**src/rtl/lsu_mem_resp.sv**
```systemverilog
`default_nettype none
// ============================================================================
//  Module      : lsu_mem_resp
//  Description : Load/store unit memory handshake. Issues one word access per
//                decode request on a req/gnt/rvalid bus, stalls the pipeline
//                while the access is outstanding and reports misalignment,
//                load+store conflict and bus timeout as a one-cycle error.
//  Revision    : 1.0  initial release
// ============================================================================
module lsu_mem_resp #(
  parameter int TIMEOUT_CYC = 255
) (
  input  logic        clk,
  input  logic        rst_n,
  input  logic        loadReq,
  input  logic        storeReq,
  input  logic [31:0] addr,
  input  logic [31:0] wdata,
  output logic [31:0] rdata,
  output logic        stall,
  output logic        err,
  output logic [1:0]  errCode,
  output logic        mem_req,
  output logic        mem_we,
  output logic [31:0] mem_addr,
  output logic [31:0] mem_wdata,
  input  logic        mem_gnt,
  input  logic        mem_rvalid,
  input  logic [31:0] mem_rdata
);

  typedef enum logic [1:0] {
    S_IDLE = 2'd0,
    S_REQ  = 2'd1,
    S_WAIT = 2'd2,
    S_DONE = 2'd3
  } state_t;

  localparam logic [1:0]  c_ERR_NONE = 2'b00;
  localparam logic [1:0]  c_ERR_MIS  = 2'b01;
  localparam logic [1:0]  c_ERR_TMO  = 2'b10;
  localparam logic [1:0]  c_ERR_CONF = 2'b11;
  // Counter value seen in the last permitted REQ/WAIT cycle.
  localparam logic [15:0] c_TMO_LAST = 16'(TIMEOUT_CYC - 1);

  state_t      r_state;
  state_t      w_next;
  logic        r_is_load;
  logic [15:0] r_tcnt;
  logic [1:0]  r_ecode;
  logic        r_mem_we;
  logic [31:0] r_mem_addr;
  logic [31:0] r_mem_wdata;
  logic [31:0] r_rdata;

  logic        w_start;
  logic        w_set_err;
  logic [1:0]  w_err_val;
  logic        w_capture;
  logic        w_clr_rdata;
  logic        w_tmo;

  assign w_tmo = (r_tcnt == c_TMO_LAST);

  // State register; reset abandons any access in flight.
  always_ff @(posedge clk) begin
    if (!rst_n) r_state <= S_IDLE;
    else        r_state <= w_next;
  end

  // Next-state and per-cycle datapath decisions.
  always_comb begin
    w_next      = r_state;
    w_start     = 1'b0;
    w_set_err   = 1'b0;
    w_err_val   = c_ERR_NONE;
    w_capture   = 1'b0;
    w_clr_rdata = 1'b0;
    case (r_state)
      S_IDLE: begin
        if (loadReq && storeReq) begin
          // Conflict outranks misalignment; neither touches the bus.
          w_next    = S_DONE;
          w_set_err = 1'b1;
          w_err_val = c_ERR_CONF;
        end else if (loadReq || storeReq) begin
          if (addr[1:0] != 2'b00) begin
            w_next      = S_DONE;
            w_set_err   = 1'b1;
            w_err_val   = c_ERR_MIS;
            w_clr_rdata = loadReq;
          end else begin
            w_next  = S_REQ;
            w_start = 1'b1;
          end
        end
      end
      S_REQ: begin
        // A grant on the final allowed cycle still loses to the timeout.
        if (w_tmo) begin
          w_next      = S_DONE;
          w_set_err   = 1'b1;
          w_err_val   = c_ERR_TMO;
          w_clr_rdata = r_is_load;
        end else if (mem_gnt) begin
          w_next = S_WAIT;
        end
      end
      S_WAIT: begin
        // A response on the final allowed cycle completes normally.
        if (mem_rvalid) begin
          w_next    = S_DONE;
          w_capture = r_is_load;
        end else if (w_tmo) begin
          w_next      = S_DONE;
          w_set_err   = 1'b1;
          w_err_val   = c_ERR_TMO;
          w_clr_rdata = r_is_load;
        end
      end
      S_DONE:  w_next = S_IDLE;
      default: w_next = S_IDLE;
    endcase
  end

  // Request latch, timeout counter and error record.
  always_ff @(posedge clk) begin
    if (!rst_n) begin
      r_is_load   <= 1'b0;
      r_mem_we    <= 1'b0;
      r_mem_addr  <= 32'd0;
      r_mem_wdata <= 32'd0;
      r_tcnt      <= 16'd0;
      r_ecode     <= c_ERR_NONE;
    end else begin
      if (w_start) begin
        r_is_load   <= loadReq;
        r_mem_we    <= storeReq;
        r_mem_addr  <= {addr[31:2], 2'b00};
        r_mem_wdata <= wdata;
        r_tcnt      <= 16'd0;
        r_ecode     <= c_ERR_NONE;
      end else if (r_state == S_REQ || r_state == S_WAIT) begin
        r_tcnt <= r_tcnt + 16'd1;
      end
      if (w_set_err) r_ecode <= w_err_val;
      else if (r_state == S_DONE) r_ecode <= c_ERR_NONE;
    end
  end

  // Load result register: updated only by a load capture or a load error.
  always_ff @(posedge clk) begin
    if (!rst_n)           r_rdata <= 32'd0;
    else if (w_capture)   r_rdata <= mem_rdata;
    else if (w_clr_rdata) r_rdata <= 32'd0;
  end

  assign mem_req   = (r_state == S_REQ);
  assign mem_we    = r_mem_we;
  assign mem_addr  = r_mem_addr;
  assign mem_wdata = r_mem_wdata;
  assign rdata     = r_rdata;
  assign stall     = rst_n & (((r_state == S_IDLE) & (loadReq | storeReq)) |
                              (r_state == S_REQ) | (r_state == S_WAIT));
  assign err       = (r_state == S_DONE) & (r_ecode != c_ERR_NONE);
  assign errCode   = err ? r_ecode : c_ERR_NONE;

endmodule
`default_nettype wire

```
**config.mk**
```make
export PLATFORM = sky130hd
export DESIGN_NAME = lsu_mem_resp
export DESIGN_NICKNAME = d
export VERILOG_FILES = /design/src/rtl/lsu_mem_resp.sv
export SDC_FILE = /design/constraint.sdc
export NUM_CORES = 1
export LEC_CHECK = 0
export CORE_MARGIN = 4
export CORE_UTILIZATION = 37
export DETAILED_ROUTE_END_ITERATION = 7
export GPL_ROUTABILITY_DRIVEN = 0
export PLACE_DENSITY = 0.76
export SYNTH_ARGS = -nofsm -noshare
export SYNTH_HDL_FRONTEND = slang
export SYNTH_SLANG_ARGS = --single-unit
```
**constraint.sdc**
```tcl
create_clock -name clk -period 1.95 [get_ports clk]
set_input_delay 0.195 -clock clk [delete_from_list [all_inputs] [get_ports clk]]
set_output_delay 0.195 -clock clk [all_outputs]
set_load 0.02 [all_outputs]
```
==> impl_metrics.tcl, run 1 <==
set metrics [dict create \
    row_count 39 \
    worstPathMaxFanout 8 \
    worst_pin_slew_ns 0.722 \
    finalCritPeriodShare_pct 102 \
    critPathLaunchType "register" \
    ir_drop_v 0.000787 \
    grt_pass1_vias 4309 \
    route.detailed.drc 0 \
    cts_hold_buf 0 \
    finalWorstSetupSlack_ns -0.0458 \
    violations "setup timing" \
    fmaxAchievable_mhz 501 \
    grt_setup_unrepaired "true" \
    crit_start "r_tcnt[0]$_SDFFE_PP0P_" \
    cts.reportedPaths.clkPinSlew_ns 0.06 \
    drt_iter0_drc 362 \
    clock_path_buffers 2 \
    synthesis.instances 499 \
    met3_usage_pct 5.28 \
    rr_endpoint "rdata[10]$_SDFFE_PN0P_" \
    min_path_type "in -> reg" \
    rr_worst_depth 8 \
    global_route.usage.met1_pct 23.5 \
    ys_warn_count 0 \
    report.power.total_mw 7.53 \
    cap_violations 0 \
    yosysSeqAreaShare_pct 53.7 \
    grt_pass1_wl_um 21300 \
    cts_buffers 17 \
    grt_max_degree 66 \
    grt_use_total_pct 20.0 \
    clkSinkCount 116 \
    die_x_um 116 \
    routedWlPerCell_um 15.8 \
    synth_edf_count 0 \
    finalCriticalPeriod_ns 2.00 \
    portBuffers 201 \
    initial_core_util_pct 37.9 \
    yosysTopAreaCell "dfxtp_1" \
    use_met2_pct 35.3 \
    finalHoldViolCount 0 \
    vias 4306 \
    worstPathArrival_ns 2.29 \
    io_pins 204 \
    clockRootBuffer "clkbuf_16" \
    worstSetupPathType "reg -> reg" \
    grt_overflow 0 \
    async_reset_ff_share_pct 0 \
    yosys-top-cells-area "dfxtp_1, nand2_1, a21oi_1" \
    post-synth-top-count-cell "nand2_1" \
    drive_gt1_share_pct 12.5 \
    synth_top_flop_cell "dfxtp_1" \
    fin_nets 830 \
    cp-endpoint "rdata[10]$_SDFFE_PN0P_" \
    synth_common_cells "nand2_1, dfxtp_1, a21oi_1, a22o_1, clkbuf_1" \
    die_h_um 116 \
    holdWs_ns 0.344 \
    yosysTopAreaCellShare_pct 53.7 \
    area_delta_synth_final_pct 72.7 \
    avgViaCountPerCell 4.90 \
    status "finished, violations left" \
    h-tree-depth 4 \
    synth.avg_cell_area_um2 8.66 \
    busiest_layer "met2" \
    setup-violations-final 26 \
    report.final.slew_viol_count 0 \
    ant_nets 0 \
    leakage_nw 2.72 \
    r2r-start "r_tcnt[0]$_SDFFE_PP0P_" \
    dieArea_mm2 0.0135 \
    power_density_mw_per_mm2 1010 \
    routed_wl_um 13900 \
    skew_ns 0.00854 \
    synthesis.area_mm2 0.00432 \
    hpwl_um 9950 \
    ys_ff_latch 116 \
    cts_tree "done" \
    crit_path_end_kind "register" \
    antenna_found_initial 0 \
    first_pass_iters 4 \
    required_ns 2.24 \
    ys_types 43 \
    n_antenna_cell 0 \
    finalSetupTns_ns -0.652 \
    r2r_slack_ns -0.05 \
    core_region_area_mm2 0.0114 \
    worst_skew_pair.late_latency_ns 0.40 \
    max_slew_margin_pct 51.7 \
]
==> worst max-delay path, stage by stage, from the launching register on <==
cell     delay [ns]
dfxtp_2        0.32
inv_2          0.06
ha_4           0.11
or4b_4         0.47
nor4_4         0.20
a41oi_4        0.19
buf_6          0.17
buf_6          0.13
a22o_1         0.23
==> routing by layer <==
metal / up-vias / wire, um
met5: - / 0
met4: 0 / 237
met3: 20 / 934
met2: 165 / 7130
met1: 1968 / 5620
li1: 2153 / -
==> registers in the layout, indices dropped and copies added (netlist names) <==
register,flops
rdata,32
r_ecode,2
mem_addr,30
r_tcnt,16
mem_we,1
r_state,2
mem_wdata,32
r_is_load,1
==> kinds of logic (layout without fill, tap and decap cells) <==
family / count (synthesis) / count (layout) / share of synthesized area, %
buffers and inverters: 41 / 276 / 3.82
and+or+nand+nor: 194 / 194 / 19.5
muxes: 1 / 1 / 0.232
xor gates and xnor gates: 10 / 10 / 2.03
other: 1 / 2 / 0.0867
DFF: 116 / 116 / 53.7
adders and majority gates: 7 / 7 / 1.97
AOI/OAI and AO/OA: 129 / 129 / 18.6
==> layout make-up <==
| type | count | area, um^2 |
|---|---|---|
| clock buffer | 19 | 443 |
| clock inverter | 13 | 181 |
| fill | 908 | 3950 |
| inverter | 8 | 30.0 |
| multi-input combinational | 343 | 1950 |
| sequential | 116 | 2330 |
| tap | 143 | 179 |
| timing repair buffer | 236 | 2350 |
==> worst min path at each step <==
stage                                    from                         to  cells after the start  slack (ns)
finish                               addr[28]  mem_addr[28]$_SDFFE_PN0P_                      3        0.34
global route                          addr[9]   mem_addr[9]$_SDFFE_PN0P_                      3        0.34
CTS                                  addr[10]  mem_addr[10]$_SDFFE_PN0P_                      3        0.33
detailed placement  mem_addr[21]$_SDFFE_PN0P_  mem_addr[21]$_SDFFE_PN0P_                      2        0.45
global placement    mem_addr[22]$_SDFFE_PN0P_  mem_addr[22]$_SDFFE_PN0P_                      2        0.44
floorplan                        mem_rdata[0]      rdata[0]$_SDFFE_PN0P_                      1        0.32
==> through the flow <==
| stage | instance area (um^2) | utilization (%) | std cells | setup WS [ns] |
|---|---|---|---|---|
| 5_1_grt | 7470 | 65.4 | 878 | -0.0957 |
| 4_1_cts | 7440 | 65.1 | 877 | -0.0667 |
| 2_1_floorplan | 4330 | - | 500 | -0.0121 |
| 3_5_place_dp | 6650 | 58.3 | 840 | -0.159 |
| 6_report | 7470 | 65.4 | 878 | -0.0458 |
| 3_3_place_gp | 6650 | 58.3 | 840 | -0.142 |
==> cells in the final DEF, fill, tap and decap left out, types with 2 or more instances in the layout <==
cell,instances
a21oi_1,72
a22o_1,32
and2_1,5
and3_4,2
and4_1,2
buf_12,2
buf_4,27
buf_6,4
bufinv_16,4
clkbuf_16,17
clkdlybuf4s50_1,196
clkinv_2,3
clkinvlp_4,5
conb_1,2
dfxtp_1,112
dfxtp_2,3
dlygate4sd2_1,3
ha_1,3
ha_4,2
inv_1,6
inv_2,2
nand2_1,135
nand2b_1,2
nand3_1,7
nand4_1,4
nor2_1,17
o21ai_0,9
o21ai_1,2
o31a_1,2
or2_2,3
or3_1,6
xnor2_1,5
xor2_1,5
==> where the power goes <==
group | total (mW) | internal (mW) | switching, mW
sequential | 2.61 | 2.52 | 0.0899
combinational | 1.68 | 0.839 | 0.837
clock | 3.24 | 2.17 | 1.07
total | 7.53 | 5.53 | 2.00
==> timing repair <==
item	CTS	global route
hold endpoints to repair	0	0
pin swaps	17	11
setup endpoints to repair	41	43
gates resized for setup	20	17
cloned	3	0
buffers inserted	2	2
Note: power is estimated with default switching activity, not from simulation.
==> run 2, diff against run 1 <==
- CORE_MARGIN: 4 -> default
==> run 2 against run 1 <==
Compared with the run above: final cell count shrank 1.3%; fmax fell by 0.56%; die area decreased by 10%; final area shrank 2.7%; largest cell class is now sequential cells; combinational power fell by 8%; non-clock buffer count fell by 11; sequential cell count unchanged; clock power decreased by 5%; clock-buffer cell count stayed put; the run still ends with setup timing left; via count down 0.70%.
==> impl_metrics.tcl, run 2 (synthesized netlist as in run 1, its figures left out) <==
set metrics [dict create \
    switching_share_pct 27.2 \
    layout_commonest_cell "clkdlybuf4s50_1" \
    grt_use_total_pct 19.9 \
    row_count 39 \
    avgViaCountPerCell 4.93 \
    violations "setup timing" \
    hpwl_um 9050 \
    core_region_area_mm2 0.0114 \
    power.share.clock_pct 42.7 \
    finalCritPeriodShare_pct 103 \
    holdWs_ns 0.344 \
    portBuffers 201 \
    grt_setup_unrepaired "true" \
    clockRootBuffer "clkbuf_16" \
    first_pass_iters 5 \
    worst_skew_pair.late_latency_ns 0.40 \
    clkSinkCount 116 \
    fillers 909 \
    fmaxAchievable_mhz 498 \
    rr_worst_depth 7 \
    ir_drop_v 0.000542 \
    io_pins 204 \
    n_antenna_cell 0 \
    grt_max_degree 66 \
    power_density_mw_per_mm2 995 \
    hold_end "mem_wdata[14]$_SDFFE_PN0P_" \
    fin_nets 819 \
    p_seq_share_pct 36.1 \
    cap_violations 0 \
    final_area_mm2 0.00727 \
    worst_pin_slew_ns 0.676 \
    skew_ns 0.00719 \
    power.internal_mw 5.26 \
    grt_overflow 0 \
    min_path_cells 3 \
    cts_buffers 17 \
    cts_setup_buffers 0 \
    crit_path_end_kind "register" \
    rr_endpoint "r_state[1]$_SDFFE_PN0P_" \
    setup-violations-final 1 \
    critPathLaunchType "register" \
    cts.reportedPaths.clkPinSlew_ns 0.05 \
    ant_nets 0 \
    antenna_found_initial 0 \
    area_delta_synth_final_pct 68.1 \
    finalWorstSetupSlack_ns -0.0571 \
    h-tree-depth 4 \
    max_slew_margin_pct 54.9 \
    die_h_um 110 \
    worstPathMaxFanout 4 \
    route.detailed.drc 0 \
    finalCriticalPeriod_ns 2.01 \
    worstSetupPathType "reg -> reg" \
    dieArea_mm2 0.0121 \
    place_area_mm2 0.00663 \
    combinationalPowerShare_pct 21.3 \
    report.power.total_mw 7.23 \
    leakage_nw 2.63 \
    r2r-start "r_tcnt[0]$_SDFFE_PP0P_" \
    min_from "wdata[14]" \
    routedWlPerCell_um 14.6 \
    worstPathArrival_ns 2.34 \
    grt_pass1_vias 4026 \
    vias 4276 \
    clock_path_buffers 2 \
    die_x_um 110 \
    drt_iter0_drc 205 \
    drive_gt1_share_pct 10.4 \
    multi_input_area_mm2 0.00190 \
    cts_tree "done" \
    initial_core_util_pct 37.9 \
    report.final.slew_viol_count 0 \
    min_path_type "in -> reg" \
    dp_slack_ns -0.162 \
    seqCellArea_mm2 0.00233 \
    switching_power_mw 1.96 \
    r2r_slack_ns -0.06 \
    routed_wl_um 12700 \
    grt_pass1_wl_um 18500 \
    required_ns 2.28 \
    layout_common_cells "clkdlybuf4s50_1, nand2_1, dfxtp_1" \
    cts_hold_buf 0 \
    finalHoldViolCount 0 \
    status "finished, violations left" \
]
[run 2: final cells by class]
| cell class | instances | area share, % |
|---|---|---|
| well taps | 143 | 2.46 |
| clock buffers | 19 | 5.96 |
| multi-input cells | 343 | 26.2 |
| repair buffers | 225 | 30.8 |
| clock inverters | 13 | 2.17 |
| flip-flops and latches | 116 | 32.0 |
| inverters | 8 | 0.413 |
[run 2: worst max-delay path by stage]
stage	from	end	slack (ns)	cells after the start
floorplan	r_tcnt[0]$_SDFFE_PP0P_	r_state[0]$_SDFFE_PN0P_	-0.01	6
global placement	storeReq	rdata[12]$_SDFFE_PN0P_	-0.12	6
detailed placement	loadReq	rdata[5]$_SDFFE_PN0P_	-0.16	6
CTS	r_tcnt[0]$_SDFFE_PP0P_	r_state[0]$_SDFFE_PN0P_	-0.03	6
global route	r_tcnt[0]$_SDFFE_PP0P_	r_state[1]$_SDFFE_PN0P_	-0.13	7
finish	r_tcnt[0]$_SDFFE_PP0P_	r_state[1]$_SDFFE_PN0P_	-0.06	7
[run 2: what timing repair did]
item / in CTS / in global routing
resized for setup: 13 / 14
endpoints found under the setup margin: 38 / 43
pin swaps: 2 / 3
[run 2: critical path, stage by stage (launching register included)]
cell and delay [ns]:
dfxtp_2 0.32, inv_2 0.06, ha_4 0.11, or4b_4 0.47, or4_4 0.46, buf_6 0.15, a21oi_4 0.16, mux2i_1 0.19
[run 2: per-layer routing]
layer | up-vias | share of wire [%] | global-route usage [%] | routed length [um]
li1 | 2127 | - | - | -
met1 | 1964 | 39 | 21.0 | 4980
met2 | 168 | 51 | 36.5 | 6440
met3 | 17 | 8.2 | 6.23 | 1040
met4 | 0 | 1.5 | 8.27 | 194
met5 | - | 0 | 0 | 0
[run 2: metrics by stage]
stage	utilization, %	cells	TNS, ns
6_report	63.6	867	-0.0571
5_1_grt	63.6	867	-1.80
4_1_cts	63.4	867	-0.0413
3_5_place_dp	58.1	835	-4.69
3_3_place_gp	58.1	835	-3.88
2_1_floorplan	-	500	-0.0242
[run 2: power by group through the flow]
stage	registers, mW	clock network [mW]	logic [mW]
after floorplan	2.75	0	0.626
after global placement	2.64	0	1.45
after detailed placement	2.65	0	1.48
after CTS	2.60	3.13	1.50
after global routing	2.62	3.25	1.67
final	2.61	3.08	1.54
